===== config.mk =====
export PLATFORM = sky130hd
export DESIGN_NAME = systolic_seq_ctrl
export DESIGN_NICKNAME = d
export VERILOG_FILES = /design/src/rtl/systolic_seq_ctrl.sv
export SDC_FILE = /design/constraint.sdc
export NUM_CORES = 1
export LEC_CHECK = 0
export ABC_CLOCK_PERIOD_IN_PS = 4140
export BUFFER_PORTS_ARGS = -buffer_cell sky130_fd_sc_hd__buf_2
export CORE_AREA = 3 3 215 217
export CTS_CLUSTER_DIAMETER = 200
export DETAILED_ROUTE_END_ITERATION = 8
export DIE_AREA = 0 0 218 220
export MAX_ROUTING_LAYER = met4
export PLACE_DENSITY = 0.61
export SLEW_MARGIN = 0
export SYNTH_ARGS = -nofsm -noshare
export SYNTH_HDL_FRONTEND = slang
export SYNTH_SLANG_ARGS = --single-unit

===== constraint.sdc =====
create_clock -name CLK -period 4.14 [get_ports CLK]
set_input_delay 0.207 -clock CLK [delete_from_list [all_inputs] [get_ports CLK]]
set_output_delay 0.207 -clock CLK [all_outputs]
set_load 0.1 [all_outputs]

===== src/rtl/systolic_seq_ctrl.sv =====
// Job sequencer for an N x N systolic PE array: clear, skewed operand feed, drain, row-by-row result handshake.
// Optional job cycle counter on CYC_CNT is built only when SA_CTRL_PERF_CNT_EN is defined.
module systolic_seq_ctrl #(
    parameter int N  = 4,
    parameter int K  = 4,
    parameter int AW = (K > 1) ? $clog2(K) : 1
) (
    input  logic                 CLK,
    input  logic                 RST,
    input  logic                 START,
    output logic                 BUSY,
    output logic                 DONE,
    output logic                 ARRAY_CLR_N,
    output logic                 A_RD_EN,
    output logic                 B_RD_EN,
    output logic [AW-1:0]        A_RD_ADDR,
    output logic [AW-1:0]        B_RD_ADDR,
    input  logic [N*32-1:0]      A_RD_DATA,
    input  logic [N*32-1:0]      B_RD_DATA,
    output logic [N*32-1:0]      LEFT_OUT,
    output logic [N*32-1:0]      TOP_OUT,
    output logic                 RES_VALID,
    output logic [$clog2(N)-1:0] RES_ROW,
    input  logic                 RES_READY,
    output logic [31:0]          CYC_CNT
);
    localparam int CW = $clog2(K + N + 2);
    localparam int RW = $clog2(N);
    localparam logic [CW-1:0] FEED_LAST  = CW'(K + N - 1);
    localparam logic [CW-1:0] DRAIN_LAST = CW'(N + 1);
    localparam logic [CW-1:0] RD_LIMIT   = CW'(K);
    localparam logic [RW-1:0] ROW_LAST   = RW'(N - 1);

    typedef enum logic [2:0] {S_IDLE, S_CLEAR, S_FEED, S_DRAIN, S_RESULT} state_t;

    state_t        state, state_nxt;
    logic [CW-1:0] cnt, cnt_nxt;
    logic [RW-1:0] row, row_nxt;
    logic          rd_en, rd_en_d;
    logic [AW-1:0] rd_addr, rd_addr_d;
    logic          busy_d, done_d, clr_n_d, valid_d;

    always_ff @(posedge CLK) begin
        if (RST) begin
            state       <= S_IDLE;
            cnt         <= '0;
            row         <= '0;
            BUSY        <= 1'b0;
            DONE        <= 1'b0;
            ARRAY_CLR_N <= 1'b1;
            rd_en       <= 1'b0;
            rd_addr     <= '0;
            RES_VALID   <= 1'b0;
        end else begin
            state       <= state_nxt;
            cnt         <= cnt_nxt;
            row         <= row_nxt;
            BUSY        <= busy_d;
            DONE        <= done_d;
            ARRAY_CLR_N <= clr_n_d;
            rd_en       <= rd_en_d;
            rd_addr     <= rd_addr_d;
            RES_VALID   <= valid_d;
        end
    end

    always_comb begin
        state_nxt = state;
        cnt_nxt   = cnt;
        row_nxt   = row;
        case (state)
            S_IDLE: begin
                if (START) state_nxt = S_CLEAR;
            end
            S_CLEAR: begin
                state_nxt = S_FEED;
                cnt_nxt   = '0;
            end
            S_FEED: begin
                if (cnt == FEED_LAST) begin
                    state_nxt = S_DRAIN;
                    cnt_nxt   = '0;
                end else begin
                    cnt_nxt = cnt + 1'b1;
                end
            end
            S_DRAIN: begin
                if (cnt == DRAIN_LAST) begin
                    state_nxt = S_RESULT;
                    row_nxt   = '0;
                end else begin
                    cnt_nxt = cnt + 1'b1;
                end
            end
            S_RESULT: begin
                // RES_VALID is always high here, so READY alone completes the handshake
                if (RES_READY) begin
                    if (row == ROW_LAST) begin
                        state_nxt = S_IDLE;
                        row_nxt   = '0;
                    end else begin
                        row_nxt = row + 1'b1;
                    end
                end
            end
            default: state_nxt = S_IDLE;
        endcase
    end

    // Outputs are decoded from the next state so they land in flops aligned with the state register
    always_comb begin
        busy_d    = (state_nxt != S_IDLE);
        done_d    = (state == S_RESULT) && (state_nxt == S_IDLE);
        clr_n_d   = (state_nxt != S_CLEAR);
        rd_en_d   = (state_nxt == S_FEED) && (cnt_nxt < RD_LIMIT);
        rd_addr_d = rd_en_d ? cnt_nxt[AW-1:0] : '0;
        valid_d   = (state_nxt == S_RESULT);
    end

    assign A_RD_EN   = rd_en;
    assign B_RD_EN   = rd_en;
    assign A_RD_ADDR = rd_addr;
    assign B_RD_ADDR = rd_addr;
    assign RES_ROW   = row;

    // vld_pipe[i] marks lane i's skewed operand as real; bit 0 tracks the buffer's read latency
    logic [N-1:0] vld_pipe;

    always_ff @(posedge CLK) begin
        if (RST) vld_pipe <= '0;
        else     vld_pipe <= {vld_pipe[N-2:0], rd_en};
    end

    for (genvar i = 0; i < N; i++) begin : g_lane
        if (i == 0) begin : g_pass
            assign LEFT_OUT[31:0] = vld_pipe[0] ? A_RD_DATA[31:0] : 32'h0;
            assign TOP_OUT[31:0]  = vld_pipe[0] ? B_RD_DATA[31:0] : 32'h0;
        end else begin : g_dly
            logic [i-1:0][31:0] a_sr, b_sr;

            always_ff @(posedge CLK) begin
                if (RST) begin
                    a_sr <= '0;
                    b_sr <= '0;
                end else begin
                    a_sr[0] <= A_RD_DATA[32*i +: 32];
                    b_sr[0] <= B_RD_DATA[32*i +: 32];
                    for (int s = 1; s < i; s++) begin
                        a_sr[s] <= a_sr[s-1];
                        b_sr[s] <= b_sr[s-1];
                    end
                end
            end

            assign LEFT_OUT[32*i +: 32] = vld_pipe[i] ? a_sr[i-1] : 32'h0;
            assign TOP_OUT[32*i +: 32]  = vld_pipe[i] ? b_sr[i-1] : 32'h0;
        end
    end

`ifdef SA_CTRL_PERF_CNT_EN
    logic [31:0] cyc_cnt;

    always_ff @(posedge CLK) begin
        if (RST)                     cyc_cnt <= '0;
        else if (state_nxt == S_CLEAR) cyc_cnt <= '0;
        else if (state != S_IDLE)    cyc_cnt <= cyc_cnt + 32'd1;
    end

    assign CYC_CNT = cyc_cnt;
`else
    assign CYC_CNT = 32'd0;
`endif

endmodule


* Word-level counts from Yosys, hierarchy flattened
Cells that the tools add are included.
** Word-level totals
- Input port bits :: 260
- Memories kept :: 0
- Latch bits :: 0
- Bits in registers :: 404
- Memory bits (read-only) :: 0
- Output and inout bits :: 300
- Word-level logic and storage cells :: 67
- RAM bits :: 0
** Operators by class
- $mul :: 0
- Multiplexer cells :: 21
- Shift-type cells :: 0
- Div/mod/pow operators :: 0
- Add/subtract/negate cells :: 2
- Magnitude comparators :: 1
- Reductions and logical operators :: 8
- Equal/unequal tests :: 12
- Bitwise logic cells :: 1
** Operators by type and width (number)
- $mux W32 :: 8
- $mux W3 :: 5
- $pmux W3 S5 :: 1
- $pmux W4 S3 :: 1
- $eq A3 B2 Y1 const B :: 3
- $eq A4 B3 Y1 const B :: 2
- $mux W4 :: 2
- $eq A3 B3 Y1 const B :: 2
- $logic_not A3 Y1 :: 2
- $mux W2 :: 3
- $add A4 B1 Y4 const B :: 1
- $lt A4 B3 Y1 const B :: 1
- $ne A2 B2 Y1 const B :: 2
- $pmux W2 S2 :: 1
- $eq A3 B1 Y1 const B :: 1
- $ne A3 B1 Y1 const B :: 1
- $reduce_and A3 Y1 :: 1
- $reduce_bool A3 Y1 :: 1
- $add A2 B1 Y2 const B :: 1
- $eq A2 B2 Y1 const B :: 1
- $logic_and A1 B1 Y1 :: 2
- $reduce_bool A2 Y1 :: 1
- $reduce_or A2 Y1 :: 1
- $not A1 Y1 :: 1

* Depth between registers and ports, before layout
- Depth in word-level cells :: 8
- Gate-level depth with buffers :: 7
- Depth with buffers taken out :: 6

* Worst setup path after synthesis
Ideal clock, no wire load.
- Path type :: register to register
- From :: register cnt[1]
- To :: register ARRAY_CLR_N
- Cell stages (with the launch flop) :: 7
- Arrival :: 1.703 ns
- Path slack :: 2.303 ns
- Library setup time :: 0.134 ns
- Period minus slack after synthesis :: 1.837 ns
- Path buffers :: 1
- Required time :: 4.006 ns
- Cells stage by stage :: dfxtp_1 -> inv_1 -> ha_1 -> and4b_1 -> buf_6 -> or3_1 -> or4b_1
** On the way
- Word-level cells in the longest chain between the ends :: 4
- Elaborated cells between the ends (all ways) :: 6
- Those cells by class :: eq/ne (3); mux (3)
** RTL lines
- start, declared :: RTL line 37 : logic [CW-1:0] cnt, cnt_nxt;
- start signal, assigned :: RTL line 56 : cnt <= cnt_nxt;
- $eq A4 B3 Y1 (on tied branches) :: RTL line 88, 80
- $mux W3 (on tied branches) :: RTL line 88, 80
- $pmux W3 S5 * :: RTL line 71 : case (state)
- $ne A3 B1 Y1 * :: RTL line 114 : clr_n_d = (state_nxt != S_CLEAR);
- end signal, assigned :: RTL line 60 : ARRAY_CLR_N <= clr_n_d;
- end, declared :: RTL line 13 : output logic ARRAY_CLR_N,
Mark *: on every way between the ends. The rest lies on a longest branch, timed or not.
A chain may end at the register's enable or synchronous reset.

* Final worst setup path
- From :: register vld_pipe[1]
- To :: output TOP_OUT[54]
** On the way
- Word-level cells in the longest chain between the ends :: 1
** RTL lines
- start, declared :: RTL line 127 : logic [N-1:0] vld_pipe;
- start signal, assigned :: RTL line 131 : else vld_pipe <= {vld_pipe[N-2:0], rd_en};
- $mux W32 :: RTL line 156 : assign TOP_OUT[32*i +: 32] = vld_pipe[i] ? b_sr[i-1] : 32'h0;
- end, declared :: RTL line 21 : output logic [N*32-1:0] TOP_OUT,
No other way between the ends.

==> results.cfg <==
[clock_tree]
clk_pin_slew_ns = 0.06
cts_sinks = 404
cts_tree = built
clk_latency_ns = 0.54
cts.path.max_buffers = 3
cts_setup_buffers = 0
htreeDepth = 2
root_buffer = clkbuf_16
numCtsBuffers = 44

[sta]
fin_skew_ns = 0.00607
setup_ws_ns = 1.56
maxSlewHeadroom_pct = 30.1
rsz0062_at_grt = false
fmax_ghz = 0.387
worstMarginPinSlew_ns = 1.05
final.min_clock_period_ns = 2.58
timing.hold.ws_ns = 0.0920
layout_worst_path_cycle_share_pct = 62.4
setup_tns_ns = 0
slew_viol_final = 0
setup_viol = 0
finalHoldViolCount = 0

[layout]
multi_input_area_sq_um = 4520
areaGrowthSynthToFinish_pct = 49.5
drive_gt1_share_pct = 31.2
regArea_sq_um = 8090
final_area_sq_um = 19500
final_nets = 2176
post-route-util_pct = 44.1
fill_cells = 4173

[yosys]
syn_area_sq_um = 13100
avgSynthCellArea_sq_um = 10.7
ys_seq_elements = 404
yosysWarnings = 0
async_flop_share_pct = 0
synth_ff_type = dfxtp_1
synth_top_area_share_pct = 61.9
synth_commonest_cells = 404 x dfxtp_1, 392 x nor2b_1, 257 x and2_1
yosysTopAreaCell = dfxtp_1
synthCells = 1222
yosysSeqAreaShare_pct = 61.9
netlist_top_cells_area = dfxtp_1 62%, nor2b_1 19%, and2_1 12%
synth_edf_count = 0
synth.most_common_cell = dfxtp_1
synth_cell_types = 34

[hold_path]
hold_start = START
min_path_type = input pin to flop

[job]
drv_cap = 0

[global_route]
grt_pass1_wl_um = 55700
grt_util_all_layers_pct = 15.3
gr-total-overflow = 0
first_global_vias = 10170
grt_max_degree = 131
antenna_found_initial = 4

[placement]
placed_cell_area_sq_um = 16100
numPortBuffers = 527
gp_congestion = 0.925
hpwl_um = 26200
place_worst_setup_slack_ns = 2.06

[drt]
drt_pre_antenna_iters = 4
vias_per_cell = 3.90
routedWlPerCell_um = 14.7
drt_wl_total_um = 37300
vias = 9910
remaining_drc_errors = 0
drtIter0Drc = 327
ant_nets = 0

[worst_setup_path]
crit_start = vld_pipe[1]
crit_arrival_ns = 2.38
worst-endpoint-required_ns = 3.93
path_max_fanout = 65
worst-setup-path-type = flop to primary output
r2r-start = cnt[1]
cp-end-kind = primary output
critPathLaunchType = flop

[die]
core_area_sq_um = 44300
dieHeight_um = 220
fp.dieArea_sq_um = 48000
rows = 77
io_pins = 560
fp.dieW_um = 218
initial_core_util_pct = 29.5

[run_status]
status = complete, no violations

[power]
vdd_ir_drop_max_mv = 0.319
power_density_nw_per_um2 = 460
power_leakage_nw = 9.27
[sequential cells by signal, summed over array words and instances (netlist names)]
register,cells
ARRAY_CLR_N,1
A_RD_ADDR,2
A_RD_EN,1
BUSY,1
DONE,1
RES_ROW,2
RES_VALID,1
cnt,4
g_lane.g_dly.a_sr,192
g_lane.g_dly.b_sr,192
state,3
vld_pipe,4
[worst paths after layout]
| check | slack, ns | depth (start not counted) | end |
|---|---|---|---|
| worst min-delay path | 0.09 | 3 | BUSY |
| worst min register to register | 0.43 | 1 | g_lane[2].g_dly.a_sr[48] |
| worst max-delay path | 1.56 | 2 | TOP_OUT[54] |
| worst max register to register | 2.16 | 5 | ARRAY_CLR_N |
[cell usage in the layout, fill, tap and decap left out, types with 2 or more instances in the layout]
master,n
bufinv_16,4
ha_1,3
buf_12,2
nor3_1,5
clkbuf_8,10
clkinv_2,8
inv_1,2
nand3_1,2
buf_4,3
nand2_1,6
dlygate4sd3_1,193
clkbuf_1,7
buf_2,526
nor2b_1,392
conb_1,32
clkbuf_16,46
or3_1,2
dfxtp_2,3
o21ai_0,2
nand2b_1,2
diode_2,3
a21oi_1,4
nor2_1,10
and2_1,257
a22oi_1,3
dfxtp_1,401
[kinds of logic (layout without fill, tap and decap cells)]
family,Yosys count,after routing,share of synthesized area [%]
fa+ha+maj,3,3,0.287
simple gates,682,682,32.4
mux,1,1,0.0766
other cells,1,35,0.0287
compound gates,18,18,0.958
flops,404,404,61.9
buf+inv,113,806,4.37
[cell type report]
type                    count  share of cell area, %
clock buffers              63                   6.73
flip-flops and latches    404                   41.4
repair buffers            725                   23.8
well taps                 592                   3.79
diodes                      3                 0.0384
clock inverters            16                   1.03
inverters                   2                 0.0384
multi-input cells         736                   23.2
[power by group]
| part | internal, mW | switching (mW) |
|---|---|---|
| Sequential | 4.06 | 0.0604 |
| Clock | 2.46 | 1.53 |
| Combinational | 0.335 | 0.533 |
| Total | 6.86 | 2.12 |
[stage by stage]
stage / instances / power, mW
final: 2541 / 8.98
after global routing: 2541 / 9.35
after CTS: 2538 / 9.12
after detailed placement: 2266 / 4.93
after global placement: 2266 / 4.92
after floorplan: 1253 / 4.74
[worst max-delay path, stage by stage, from the launching register on]
cell and delay [ns]:
dfxtp_2 1.02, and2_1 0.33, buf_2 0.46
[per-layer routing]
metal,global-route usage (%),vias to the layer above,wire length [um]
met2,25.6,366,17600
met1,17.9,4447,15900
li1,-,5015,-
met3,3.39,82,2590
met4,6.07,0,1180
met5,-,-,0
[repair_timing]
action	in CTS	in global routing
endpoints found under the hold margin	194	0
resized for setup	0	0
hold buffers	193	0
No activity file was read; power rests on OpenSTA's default activity.
